## config.mk

```make
export PLATFORM = sky130hd
export DESIGN_NAME = mips_trace_capture_flat
export DESIGN_NICKNAME = d
export VERILOG_FILES = /design/src/rtl/mips_trace_pkg.sv /design/src/rtl/mips_trace_capture_if.sv /design/src/rtl/mips_trace_fifo.sv /design/src/rtl/mips_trace_capture.sv /design/src/flat_wrapper.sv
export SDC_FILE = /design/constraint.sdc
export NUM_CORES = 1
export LEC_CHECK = 0
export ABC_CLOCK_PERIOD_IN_PS = 12850
export CORE_UTILIZATION = 54
export CTS_BUF_LIST = sky130_fd_sc_hd__clkbuf_16
export DETAILED_ROUTE_END_ITERATION = 12
export PLACE_DENSITY = 0.76
export SLEW_MARGIN = 30
export SYNTH_ARGS = -nofsm -noshare
export SYNTH_HDL_FRONTEND = slang
export SYNTH_SLANG_ARGS = --single-unit
```

## constraint.sdc

```tcl
create_clock -name clk -period 12.85 [get_ports clk]
set_clock_uncertainty 0.1 [all_clocks]
set_input_delay 1.285 -clock clk [delete_from_list [all_inputs] [get_ports clk]]
set_output_delay 1.285 -clock clk [all_outputs]
set_load 0.01 [all_outputs]
```

## src/rtl/mips_trace_pkg.sv

```systemverilog
// Shared types and constants for the MIPS retirement trace capture block.
// A record is one retired instruction, serialized as four 32-bit words.
package mips_trace_pkg;

   localparam int REC_WORDS = 4;
   localparam int IDX_W     = $clog2(REC_WORDS);

   typedef logic [IDX_W-1:0] idx_t;

   localparam idx_t W0 = 2'd0;
   localparam idx_t W1 = 2'd1;
   localparam idx_t W2 = 2'd2;
   localparam idx_t W3 = 2'd3;

   localparam int W2_MEM_BIT = 31;
   localparam int W2_REG_BIT = 30;
   localparam int W2_DST_HI  = 4;
   localparam int W2_DST_LO  = 0;

   // wb already holds the write-back value or the store address, chosen at capture
   typedef struct packed {
      logic [31:0] pc;
      logic [31:0] instr;
      logic        mem_write;
      logic        reg_write;
      logic [4:0]  dst;
      logic [31:0] wb;
   } trace_rec_t;

   typedef enum logic {
      ST_IDLE = 1'b0,
      ST_SEND = 1'b1
   } ser_state_t;

   function automatic logic [31:0] rec_word(input trace_rec_t r, input idx_t idx);
      logic [31:0] w;
      w = '0;
      case (idx)
         W0: w = r.pc;
         W1: w = r.instr;
         W2: begin
            w[W2_MEM_BIT]           = r.mem_write;
            w[W2_REG_BIT]           = r.reg_write;
            w[W2_DST_HI:W2_DST_LO]  = r.dst;
         end
         default: w = r.wb;
      endcase
      return w;
   endfunction

endpackage

```

## src/rtl/mips_trace_capture_if.sv

```systemverilog
// Trace word stream: valid/ready handshake carrying 32-bit words with an
// end-of-record marker.
interface mips_trace_capture_if;

   logic        trace_valid;
   logic [31:0] trace_data;
   logic        trace_last;
   logic        trace_ready;

   modport master (
      output trace_valid,
      output trace_data,
      output trace_last,
      input  trace_ready
   );

   modport slave (
      input  trace_valid,
      input  trace_data,
      input  trace_last,
      output trace_ready
   );

endinterface

```

## src/rtl/mips_trace_fifo.sv

```systemverilog
// Whole-record FIFO with wrap-bit pointers; the head record is read
// combinationally so the serializer can offer W0 the cycle it enters SEND.
module mips_trace_fifo
   import mips_trace_pkg::*;
#(
   parameter int DEPTH = 8
) (
   input  logic                    clk,
   input  logic                    rst_n,
   input  logic                    push,
   input  trace_rec_t              push_data,
   input  logic                    pop,
   output trace_rec_t              head,
   output logic                    full,
   output logic                    empty,
   output logic [$clog2(DEPTH):0]  level
);

   localparam int AW    = $clog2(DEPTH);
   localparam int PTR_W = AW + 1;

   trace_rec_t       mem [DEPTH];
   logic [PTR_W-1:0] wr_ptr_q, wr_ptr_d;
   logic [PTR_W-1:0] rd_ptr_q, rd_ptr_d;

   always_comb begin
      wr_ptr_d = wr_ptr_q;
      rd_ptr_d = rd_ptr_q;
      if (push) wr_ptr_d = wr_ptr_q + PTR_W'(1);
      if (pop)  rd_ptr_d = rd_ptr_q + PTR_W'(1);
   end

   always_ff @(posedge clk or negedge rst_n) begin
      if (!rst_n) begin
         wr_ptr_q <= '0;
         rd_ptr_q <= '0;
      end else begin
         wr_ptr_q <= wr_ptr_d;
         rd_ptr_q <= rd_ptr_d;
      end
   end

   always_ff @(posedge clk) begin
      if (push) mem[wr_ptr_q[AW-1:0]] <= push_data;
   end

   assign head  = mem[rd_ptr_q[AW-1:0]];
   assign level = wr_ptr_q - rd_ptr_q;
   assign empty = (wr_ptr_q == rd_ptr_q);
   // same slot, opposite lap: every entry is occupied
   assign full  = (wr_ptr_q[AW] != rd_ptr_q[AW]) &&
                  (wr_ptr_q[AW-1:0] == rd_ptr_q[AW-1:0]);

endmodule

```

## src/rtl/mips_trace_capture.sv

```systemverilog
// Captures one record per enabled cycle into a record FIFO and serializes
// the head record as four words on a valid/ready trace stream.
module mips_trace_capture
   import mips_trace_pkg::*;
#(
   parameter int DEPTH = 8
) (
   input  logic                    clk,
   input  logic                    rst_n,
   input  logic                    en,
   input  logic [31:0]             pc_out,
   input  logic [31:0]             instr,
   input  logic                    reg_write,
   input  logic [4:0]              reg_write_dst,
   input  logic [31:0]             reg_write_data,
   input  logic                    mem_write,
   input  logic [31:0]             alu_result,
   mips_trace_capture_if.master    trace,
   output logic [$clog2(DEPTH):0]  level,
   output logic                    overflow,
   output logic [15:0]             drop_count
);

   localparam int LW = $clog2(DEPTH) + 1;

   trace_rec_t  cap_rec;
   trace_rec_t  head_rec;
   logic        fifo_full;
   logic        fifo_empty;
   logic        push;
   logic        pop;
   logic        drop;
   logic        stay;

   ser_state_t  state_q, state_d;
   idx_t        idx_q, idx_d;
   logic        overflow_q, overflow_d;
   logic [15:0] drop_count_q, drop_count_d;

   always_comb begin
      cap_rec           = '0;
      cap_rec.pc        = pc_out;
      cap_rec.instr     = instr;
      cap_rec.mem_write = mem_write;
      cap_rec.reg_write = reg_write;
      cap_rec.dst       = reg_write_dst;
      cap_rec.wb        = reg_write ? reg_write_data : alu_result;
   end

   // A full FIFO still accepts a capture if the head leaves on the same edge.
   assign pop  = (state_q == ST_SEND) && (idx_q == W3) && trace.trace_ready;
   assign push = en && (!fifo_full || pop);
   assign drop = en && fifo_full && !pop;
   assign stay = (level > LW'(1)) || push;

   mips_trace_fifo #(
      .DEPTH     (DEPTH)
   ) u_fifo (
      .clk       (clk),
      .rst_n     (rst_n),
      .push      (push),
      .push_data (cap_rec),
      .pop       (pop),
      .head      (head_rec),
      .full      (fifo_full),
      .empty     (fifo_empty),
      .level     (level)
   );

   always_comb begin
      state_d           = state_q;
      idx_d             = idx_q;
      trace.trace_valid = 1'b0;
      trace.trace_last  = 1'b0;
      trace.trace_data  = '0;
      case (state_q)
         ST_IDLE: begin
            if (!fifo_empty) state_d = ST_SEND;
         end
         ST_SEND: begin
            trace.trace_valid = 1'b1;
            trace.trace_last  = (idx_q == W3);
            trace.trace_data  = rec_word(head_rec, idx_q);
            if (trace.trace_ready) begin
               if (idx_q == W3) begin
                  idx_d   = W0;
                  state_d = stay ? ST_SEND : ST_IDLE;
               end else begin
                  idx_d = idx_q + idx_t'(1);
               end
            end
         end
         default: state_d = ST_IDLE;
      endcase
   end

   always_comb begin
      overflow_d   = overflow_q | drop;
      drop_count_d = drop_count_q;
      if (drop && (drop_count_q != 16'hFFFF)) drop_count_d = drop_count_q + 16'd1;
   end

   always_ff @(posedge clk or negedge rst_n) begin
      if (!rst_n) begin
         state_q      <= ST_IDLE;
         idx_q        <= W0;
         overflow_q   <= 1'b0;
         drop_count_q <= '0;
      end else begin
         state_q      <= state_d;
         idx_q        <= idx_d;
         overflow_q   <= overflow_d;
         drop_count_q <= drop_count_d;
      end
   end

   assign overflow   = overflow_q;
   assign drop_count = drop_count_q;

endmodule

```

## src/flat_wrapper.sv

```systemverilog
// flat-port wrapper written by rule: the top's interface ports become plain ports
module mips_trace_capture_flat import mips_trace_pkg::*;
#(
   parameter int DEPTH = 8
)
  (clk, rst_n, en, pc_out, instr, reg_write, reg_write_dst, reg_write_data, mem_write, alu_result, level, overflow, drop_count, trace_trace_valid, trace_trace_data, trace_trace_last, trace_trace_ready);
  mips_trace_capture_if trace_i ();
  input  logic clk;
  input  logic rst_n;
  input  logic en;
  input  logic [31:0] pc_out;
  input  logic [31:0] instr;
  input  logic reg_write;
  input  logic [4:0] reg_write_dst;
  input  logic [31:0] reg_write_data;
  input  logic mem_write;
  input  logic [31:0] alu_result;
  output logic [$clog2(DEPTH):0] level;
  output logic overflow;
  output logic [15:0] drop_count;
  output wire logic [$bits(trace_i.trace_valid)-1:0] trace_trace_valid;
  output wire logic [$bits(trace_i.trace_data)-1:0] trace_trace_data;
  output wire logic [$bits(trace_i.trace_last)-1:0] trace_trace_last;
  input wire logic [$bits(trace_i.trace_ready)-1:0] trace_trace_ready;
  assign trace_trace_valid = trace_i.trace_valid;
  assign trace_trace_data = trace_i.trace_data;
  assign trace_trace_last = trace_i.trace_last;
  assign trace_i.trace_ready = trace_trace_ready;
  mips_trace_capture #(.DEPTH(DEPTH)) u_core (.clk(clk), .rst_n(rst_n), .en(en), .pc_out(pc_out), .instr(instr), .reg_write(reg_write), .reg_write_dst(reg_write_dst), .reg_write_data(reg_write_data), .mem_write(mem_write), .alu_result(alu_result), .trace(trace_i), .level(level), .overflow(overflow), .drop_count(drop_count));
endmodule
```

Word-level counts from Yosys, hierarchy flattened
Memory sizes are Yosys's and may differ from the RTL's.
Cells that the tools add are included.
{"block": "word_totals", "regBits": 28, "mem_count": 1, "out_inout_bits": 55, "inputBits": 139, "elab_cells": 50, "mem_bits_rw": 824}
{"block": "classes", "n_bitwise": 2, "add_sub_neg": 5, "reduce_logical": 13, "order_cmp": 1, "n_eq_ne": 7, "mux": 15}
{"name": "u_core.u_fifo.mem", "depth": 8, "word_bits": 103, "rd": 1, "rd_ports_with_merged_regs": 0, "write_ports": 1, "line_no": "mips_trace_fifo.sv:22", "text": "trace_rec_t mem [DEPTH];"}
{"cell": "one-hot mux 25 bit (3 select lines)", "count": 1}
{"cell": "two-way mux 32 bit", "count": 2}
{"cell": "adder 16 x 1 -> 16 bit (second input constant)", "count": 1}
{"cell": "!= test 16 bit (second input constant)", "count": 1}
{"cell": "one-hot mux 5 bit (3 select lines)", "count": 1}
{"cell": "adder 4 x 1 -> 4 bit (second input constant)", "count": 2}
{"cell": "two-way mux 1 bit", "count": 8}
{"cell": "logical AND 1 bit", "count": 7}
{"cell": "one-hot mux 2 bit (3 select lines)", "count": 1}
{"cell": "equality test 2 bit (second input constant)", "count": 2}
{"cell": "equality test 4 bit", "count": 1}
{"cell": "greater-than comparator 4 x 1 -> 1 bit (second input constant)", "count": 1}
{"cell": "subtractor 4 bit", "count": 1}
{"cell": "equality test 3 bit", "count": 1}
{"cell": "adder 2 x 1 -> 2 bit (second input constant)", "count": 1}
{"cell": "equality test 2 x 1 -> 1 bit (second input constant)", "count": 1}
{"cell": "logical NOT 1 bit", "count": 2}
{"cell": "logical NOT 2 bit", "count": 1}
{"cell": "logical OR 1 bit", "count": 2}
{"cell": "two-way mux 2 bit", "count": 1}
{"cell": "one-hot mux 1 bit (2 select lines)", "count": 1}
{"cell": "AND reduction 2 bit", "count": 1}
{"cell": "!= test 1 bit", "count": 1}
{"cell": "NOT 1 bit", "count": 1}
{"cell": "bitwise OR 1 bit", "count": 1}

Depth between registers and ports, before layout
Gate-level depths: netlist (run 1).
{"block": "depth", "ltp_word": 10, "ltp_mapped": 10, "ltp_nobuf": 7}

Cells and area by module
From an unflattened synthesis (run 1), not the netlist that was laid out.
{"block": "hier_totals", "hier_cells": 1736, "area_unflattened_um2": 33679.8}
{"mod": "mips_trace_fifo", "seq_area_each_um2": 24943.9, "instances": 1, "cells_per_inst": 1463, "area_per_inst_um2": 31455.2}
{"mod": "mips_trace_capture", "seq_area_each_um2": 500.5, "instances": 1, "cells_per_inst": 273, "area_per_inst_um2": 2224.6}

Worst setup path after synthesis (run 1)
Ideal clock, no wire load.
{"block": "synth_timing", "kind": "reg2reg", "start": "reg u_core.u_fifo.rd_ptr_q[2]", "end": "mem u_core.u_fifo.mem[0][0] in the netlist's numbering, enable pin", "setup_time_ns": 0.817, "path_buffers": 2, "t_required_ns": 11.933, "t_arrival_ns": 11.515, "stages_incl_launch_ff": 9, "synth_period_minus_slack_ns": 12.432, "slack_ns": 0.418, "cell_sequence": "dfrtp_1 > inv_1 > buf_2 > buf_1 > ha_1 > and3_1 > nand3_1 > nand2_1 > nor4_1"}
{"block": "synth_via", "elab_chain_len": 7}
{"element": "start, declared", "line_no": "mips_trace_fifo.sv:24", "text": "logic [PTR_W-1:0] rd_ptr_q, rd_ptr_d;"}
{"element": "start signal, assigned", "line_no": "mips_trace_fifo.sv:39", "text": "rd_ptr_q <= rd_ptr_d;"}
{"element": "equality test 3 bit", "line_no": "mips_trace_fifo.sv:52", "text": "(wr_ptr_q[AW-1:0] == rd_ptr_q[AW-1:0]);"}
{"element": "logical AND 1 bit", "line_no": "mips_trace_fifo.sv:51", "text": "assign full = (wr_ptr_q[AW] != rd_ptr_q[AW]) &&"}
{"element": "logical NOT 1 bit", "line_no": "mips_trace_capture.sv:52", "text": "assign push = en && (!fifo_full || pop);"}
{"element": "logical OR 1 bit", "line_no": "mips_trace_capture.sv:52"}
{"element": "logical AND 1 bit", "line_no": "mips_trace_capture.sv:52"}
{"element": "two-way mux 1 bit", "line_no": "mips_trace_fifo.sv:44", "text": "if (push) mem[wr_ptr_q[AW-1:0]] <= push_data;"}
{"element": "two-way mux 1 bit (implied by the code)", "line_no": "mips_trace_fifo.sv:44"}
{"element": "end, declared", "line_no": "mips_trace_fifo.sv:22"}
No other way between the ends.

Worst setup path in the final report (run 1)
{"block": "layout_timing", "start": "reg u_core.u_fifo.rd_ptr_q[2]", "end": "out trace_trace_data[27]"}
{"block": "layout_via", "elab_chain_len": 3}
{"element": "memory (8 x 103 bit)"}
{"element": "one-hot mux 25 bit (3 select lines)", "line_no": "mips_trace_pkg.sv:38", "text": "case (idx)"}
{"element": "two-way mux 32 bit", "line_no": "mips_trace_capture.sv:76", "text": "case (state_q)"}
{"element": "end, declared", "line_no": "flat_wrapper.sv:22", "text": "output wire logic [$bits(trace_i.trace_data)-1:0] trace_trace_data;"}
No other way between the ends.

==> results of run 1 <==
cells in the mapped netlist (all sizes together) (10+ instances only):
master  number
edfxtp     824
mux4       192
mux2i      105
buf         58
nand2       41
mux2        39
o21ai       36
dfrtp       28
o22a        25
clkbuf      17
xnor2       17
a221oi      14
inv         14
ha          11
nand4       10
area by class of cell:
cell class | count | area (µm²) | share of cell area [%]
Sequential cell | 852 | 25500 | 65.5
Multi-Input combinational cell | 563 | 7430 | 19.1
Inverter | 14 | 55.1 | 0.142
Clock inverter | 64 | 624 | 1.61
Timing Repair Buffer | 224 | 2200 | 5.67
Tap cell | 782 | 978 | 2.52
Clock buffer | 83 | 2080 | 5.35
Antenna cell | 6 | 15.0 | 0.0387
sequential cells by signal (all words and copies together), names as in the netlist:
name and cells:
u_core.drop_count 16, u_core.idx_q 2, u_core.u_fifo.wr_ptr_q 4, u_core.state_q 1, u_core.u_fifo.rd_ptr_q 4, u_core.u_fifo.mem 824, u_core.overflow 1
where the power goes:
part | internal [mW] | leakage [nW] | switching, mW | total, mW
sequential | 3.51 | 7.84 | 0.176 | 3.68
combinational | 1.25 | 3.58 | 1.42 | 2.67
clock | 1.42 | 1.37 | 0.997 | 2.41
total | 6.17 | 12.8 | 2.60 | 8.77
critical path, cell delays in order, from the launching register on:
cell             delay [ns]
dfrtp_1                0.37
buf_4                  0.28
inv_4                  0.10
buf_4                  0.75
buf_4                  0.76
mux2i_1                0.30
o22a_1                 0.30
o21ai_0                0.19
clkdlybuf4s50_1        0.54
cells by family after synthesis:
kind of cell	after synthesis	share of synthesized area (%)
DFF	852	76.3
AOI/OAI and AO/OA	105	2.37
muxes	336	17.4
and+or+nand+nor	87	1.22
buffers and inverters	89	1.61
adders and majority gates	12	0.473
xor gates and xnor gates	23	0.626
path summary, 6_finish.rpt:
kind,startpoint,end,depth (start not counted)
hold / removal,u_core.overflow,u_core.overflow,1
setup / recovery,u_core.u_fifo.rd_ptr_q[2],trace_trace_data[27],8
min in group asynchronous,rst_n,u_core.drop_count[1],2
max in group asynchronous,rst_n,u_core.u_fifo.rd_ptr_q[0],2
hold reg to reg,u_core.overflow,u_core.overflow,1
setup reg to reg,u_core.u_fifo.rd_ptr_q[1],u_core.u_fifo.mem[7][89],8
through the flow:
step | utilization, % | cells
final | 64.0 | 2588
after global routing | 64.0 | 2586
after CTS | 63.9 | 2581
after detailed placement | 59.5 | 2434
after global placement | 59.4 | 2434
after floorplan | - | 1504
per-layer routing:
layer  GRT usage [%]  share of wire, %  up-vias
met5               0             0.062        -
met4            7.43               3.1        6
met3            4.70               5.9      127
met2            39.2                51      587
met1            30.2                40     8453
li1                -                 -     6789
==> results.sh, run 1 <==
export IMPL_p_leak_nw=12.8
export IMPL_grt_antenna_before_repair=12
export IMPL_synth_edf_count=824
export IMPL_drc=0
export IMPL_post_route_worst_setup_slack_ns=7.23
export IMPL_report_final_setup_viol=0
export IMPL_synth_async_sr_flop_share_pct=3.29
export IMPL_synthesis_area_um2=33400
export IMPL_report_final_hold_viol_count=0
export IMPL_post_route_cells_drive_above_1_share_pct=22.4
export IMPL_rsz0062_at_grt="no"
export IMPL_nets_finish=1888
export IMPL_slew_headroom_pct=34.3
export IMPL_grt_pass1_wl_mm=107
export IMPL_cp_data_arrival_time_ns=4.24
export IMPL_floorplan_rows=90
export IMPL_synth_lib_cells_used_distinct=46
export IMPL_critPathMaxFanout=46
export IMPL_grt_max_degree=106
export IMPL_max_freq_mhz=178
export IMPL_deepest_level_of_the_cts_h_tree=3
export IMPL_ys_ff_latch=852
export IMPL_total_power_mw=8.77
export IMPL_worstHoldPathType="register to register"
export IMPL_commonest_non_fill_non_tap_cell_in_the_layout="edfxtp_1"
export IMPL_pre_cts_ws_ns=7.44
export IMPL_fin_tns_setup_ns=0
export IMPL_power_per_cell_area_nw_per_um2=226
export IMPL_timing_worst_slew_pin_value_ns=0.985
export IMPL_clock_latency_ns=0.62
export IMPL_routed_via_count=16000
export IMPL_drtPass1Iterations=5
export IMPL_cts_inserted_buffers=82
export IMPL_clk_root_buffer_cell="clkbuf_16"
export IMPL_ctsLongestPathBuffers=3
export IMPL_yosys_warnings=0
export IMPL_vias_per_cell=6.17
export IMPL_fill_cells=3893
export IMPL_critPathKind="register to output port"
export IMPL_layout_cell_area_non_filler_um2=38800
export IMPL_gr_total_overflow=0
export IMPL_area_growth_syn_to_layout_pct=16.4
export IMPL_path_clk_slew_ns=0.06
export IMPL_synth_sequential_area_ratio_pct=76.3
export IMPL_dieWidth_um=251
export IMPL_outcome="finished, final reports clean"
export IMPL_dpl_hpwl_mm=39.0
export IMPL_max_cap_viol_count=0
export IMPL_yosys_top_cells_area="edfxtp_1 74%, mux4_2 13%, mux2i_1 3.2%, dfrtp_1 2.1%, mux2_2 1.3%"
export IMPL_synth_instances=1504
export IMPL_cts_sinks=852
export IMPL_hold_ws_ns=0.367
export IMPL_die_area_um2=62800
export IMPL_end_kind="output port"
export IMPL_first_global_vias=17000
export IMPL_syn_nets=1655
export IMPL_wire_per_inst_um=27.4
export IMPL_final_cell_mix="824 x edfxtp_1, 192 x mux4_2, 192 x clkdlybuf4s50_1"
export IMPL_final_max_slew_violation_count=0
export IMPL_power_ir_vdd_worst_mv=0.191
export IMPL_gp_routability_congestion=0.778
export IMPL_dieHeight_um=251
export IMPL_final_antenna_net_count=0
export IMPL_synthDominantAreaCellType="edfxtp_1"
export IMPL_buffers_inserted_by_post_cts_timing_repair=0
export IMPL_core_um2=60700
export IMPL_final_cycle_share_pct=43.8
export IMPL_cts_hold_buffers_added=0
export IMPL_start_util_pct=55.0
export IMPL_tritoncts="yes"
export IMPL_r2r_slack_ns=7.64
export IMPL_synth_main_ff_cell="edfxtp_1"
export IMPL_detailedRoute_firstIterationViolations=1469
export IMPL_port_buffer_count=193
export IMPL_drt_total_wl_mm=70.8
export IMPL_num_io_pins=194
export IMPL_avgSynthCellArea_um2=22.2
export IMPL_synth_top_cell_area_share_pct=74.2
export IMPL_period_needed_ns=5.62
export IMPL_total_cell_area_at_the_placement_stage_um2=36100
export IMPL_grtUsageTotal_pct=23.1
export IMPL_critical_path_required_ns=11.47
export IMPL_crit_path_start_kind="register"
export IMPL_postCtsResizedCells=0
Note: power is estimated with default switching activity, not from simulation.
==> run 2, diff against run 1 <==
--- a/config.mk
+++ b/config.mk
@@ -5,7 +5,7 @@
 export SDC_FILE = /design/constraint.sdc
 export NUM_CORES = 1
 export LEC_CHECK = 0
-export ABC_CLOCK_PERIOD_IN_PS = 12850
+export ABC_CLOCK_PERIOD_IN_PS = 4800
 export CORE_UTILIZATION = 54
 export CTS_BUF_LIST = sky130_fd_sc_hd__clkbuf_16
 export DETAILED_ROUTE_END_ITERATION = 12
==> constraint.sdc (replaced) <==
create_clock -name clk -period 4.8 [get_ports clk]
set_clock_uncertainty 0.1 [all_clocks]
set_input_delay 0.48 -clock clk [delete_from_list [all_inputs] [get_ports clk]]
set_output_delay 0.48 -clock clk [all_outputs]
set_load 0.01 [all_outputs]
==> run 2 against run 1 <==
Effect of this change:
- clock power rose to 2.6 times the previous value
- utilization rose by 0.64 points
- via count rose by 0.75%
- final area rose by 1.0%
- largest power group unchanged
- combinational power rose to 2.8 times the previous value
- count of clock-buffer cells in the layout rose by 3
- flip-flop and latch count did not move
- first-iteration DRC count fell by 11%
- setup slack got worse by 6.9 ns
- sequential power rose to 2.7 times the previous value
- critical path depth fell by 3
==> results.sh, run 2 (synthesized netlist as in run 1, its figures left out) <==
export IMPL_outcome="finished, final reports clean"
export IMPL_cts_sinks=852
export IMPL_final_antenna_net_count=0
export IMPL_clock_latency_ns=0.62
export IMPL_grt_pass1_wl_mm=106
export IMPL_area_growth_syn_to_layout_pct=17.6
export IMPL_slew_headroom_pct=39.1
export IMPL_critical_path_startpoint="u_core.u_fifo.rd_ptr_q[0]"
export IMPL_critical_path_required_ns=4.22
export IMPL_die_area_um2=62800
export IMPL_core_um2=60700
export IMPL_deepest_level_of_the_cts_h_tree=3
export IMPL_r2r_start="u_core.u_fifo.rd_ptr_q[1]"
export IMPL_report_final_setup_viol=0
export IMPL_crit_slowest_cell="dfrtp_4"
export IMPL_drc=0
export IMPL_num_io_pins=194
export IMPL_total_power_mw=23.7
export IMPL_post_route_worst_setup_slack_ns=0.368
export IMPL_nets_finish=1908
export IMPL_cp_slowest_stage_delay_ns=0.74
export IMPL_p_leak_nw=13.0
export IMPL_max_cap_viol_count=0
export IMPL_fill_cells=3937
export IMPL_dpl_hpwl_mm=39.9
export IMPL_max_freq_mhz=226
export IMPL_final_cycle_share_pct=92.3
export IMPL_largest_register_ff_count=824
export IMPL_final_cells=2599
export IMPL_dieWidth_um=251
export IMPL_layout_core_utilization_pct=64.6
export IMPL_final_max_slew_violation_count=0
export IMPL_timing_worst_slew_pin_value_ns=0.911
export IMPL_start_util_pct=55.0
export IMPL_dieHeight_um=251
export IMPL_gp_routability_congestion=0.805
export IMPL_critPathKind="register to output port"
export IMPL_power_per_cell_area_nw_per_um2=604
export IMPL_hold_ws_ns=0.151
export IMPL_r2r_slack_ns=1.05
export IMPL_period_needed_ns=4.43
export IMPL_detailedRoute_firstIterationViolations=1304
export IMPL_pre_cts_ws_ns=1.07
export IMPL_routed_via_count=16100
export IMPL_reg2regPathDepth=7
export IMPL_timing_rr_end="u_core.u_fifo.mem[6][102]"
export IMPL_layout_area_seq_um2=25500
export IMPL_report_final_hold_viol_count=0
export IMPL_port_buffer_count=193
export IMPL_multiInputGateArea_um2=7510
export IMPL_clk_root_buffer_cell="clkbuf_16"
export IMPL_drtPass1Iterations=5
export IMPL_power_ir_vdd_worst_mv=0.462
export IMPL_tritoncts="yes"
export IMPL_total_cell_area_at_the_placement_stage_um2=36600
export IMPL_wire_per_inst_um=27.3
export IMPL_worstHoldPathType="input port to asynchronous set/reset pin"
export IMPL_rsz0062_at_grt="no"
export IMPL_post_route_cells_drive_above_1_share_pct=23.6
export IMPL_commonest_non_fill_non_tap_cell_in_the_layout="edfxtp_1"
export IMPL_vias_per_cell=6.19
export IMPL_first_global_vias=16800
export IMPL_postCtsResizedCells=0
export IMPL_critical_path_cell_chain="buf_12, mux4_2, mux2i_1, o21ai_0, clkdlybuf4s50_1"
export IMPL_dp_cells=2453
export IMPL_floorplan_rows=90
export IMPL_path_clk_slew_ns=0.06
export IMPL_cts_hold_buffers_added=0
export IMPL_grt_max_degree=104
export IMPL_buffers_inserted_by_post_cts_timing_repair=0
export IMPL_cts_inserted_buffers=84
export IMPL_end_kind="output port"
export IMPL_gr_total_overflow=0
export IMPL_ctsLongestPathBuffers=3
export IMPL_cp_data_arrival_time_ns=3.85
export IMPL_crit_path_start_kind="register"
export IMPL_layout_cell_area_non_filler_um2=39200
export IMPL_grtUsageTotal_pct=23.2
export IMPL_fin_tns_setup_ns=0
export IMPL_final_cell_mix="824 x edfxtp_1, 192 x mux4_2, 192 x clkdlybuf4s50_1"
export IMPL_drt_total_wl_mm=70.9
export IMPL_critPathMaxFanout=80
export IMPL_grt_antenna_before_repair=7
-- run 2: cell count changes in the layout (fill, tap and decap cells not counted), moves of 4 or more --
cell,delta
clkinv_1,-9
buf_12,+21
clkinv_2,+7
nor3_2,-4
bufinv_16,-4
nor3_4,+4
-- run 2: worst max-delay path by stage --
stage	endpoint	slack [ns]
floorplan	u_core.u_fifo.mem[0][0]	-0.36
global placement	trace_trace_data[24]	0.83
detailed placement	trace_trace_data[24]	1.07
CTS	trace_trace_data[9]	0.36
global route	trace_trace_data[24]	0.22
finish	trace_trace_data[24]	0.37
-- run 2: layout make-up --
class	count	area share, %
Inverter	14	0.159
Clock buffer	86	5.49
Sequential cell	852	64.9
Antenna cell	4	0.0255
Timing Repair Buffer	242	6.57
Tap cell	782	2.49
Multi-Input combinational cell	563	19.1
Clock inverter	56	1.23
-- run 2: layer usage --
| metal | global-route usage, % | routed length [µm] | up-vias |
|---|---|---|---|
| met5 | 0 | 70 | - |
| met4 | 8.40 | 2020 | 10 |
| met3 | 4.83 | 5030 | 126 |
| met2 | 38.9 | 36100 | 597 |
| met1 | 30.1 | 27700 | 8512 |
| li1 | - | - | 6837 |
-- run 2: worst max-delay path: cells and delay by family, from the launching register on --
| family | cells | cell delay [ns] |
|---|---|---|
| AOI/OAI and AO/OA | 1 | 0.70 |
| buffers and inverters | 2 | 1.18 |
| DFF | 1 | 0.74 |
| muxes | 2 | 0.43 |
-- run 2: power breakdown --
| part | total (mW) | switching (mW) | internal [mW] | leakage [nW] |
|---|---|---|---|---|
| sequential | 9.80 | 0.424 | 9.38 | 7.84 |
| combinational | 7.57 | 4.03 | 3.54 | 3.75 |
| clock | 6.31 | 2.65 | 3.67 | 1.38 |
| total | 23.7 | 7.10 | 16.6 | 13.0 |
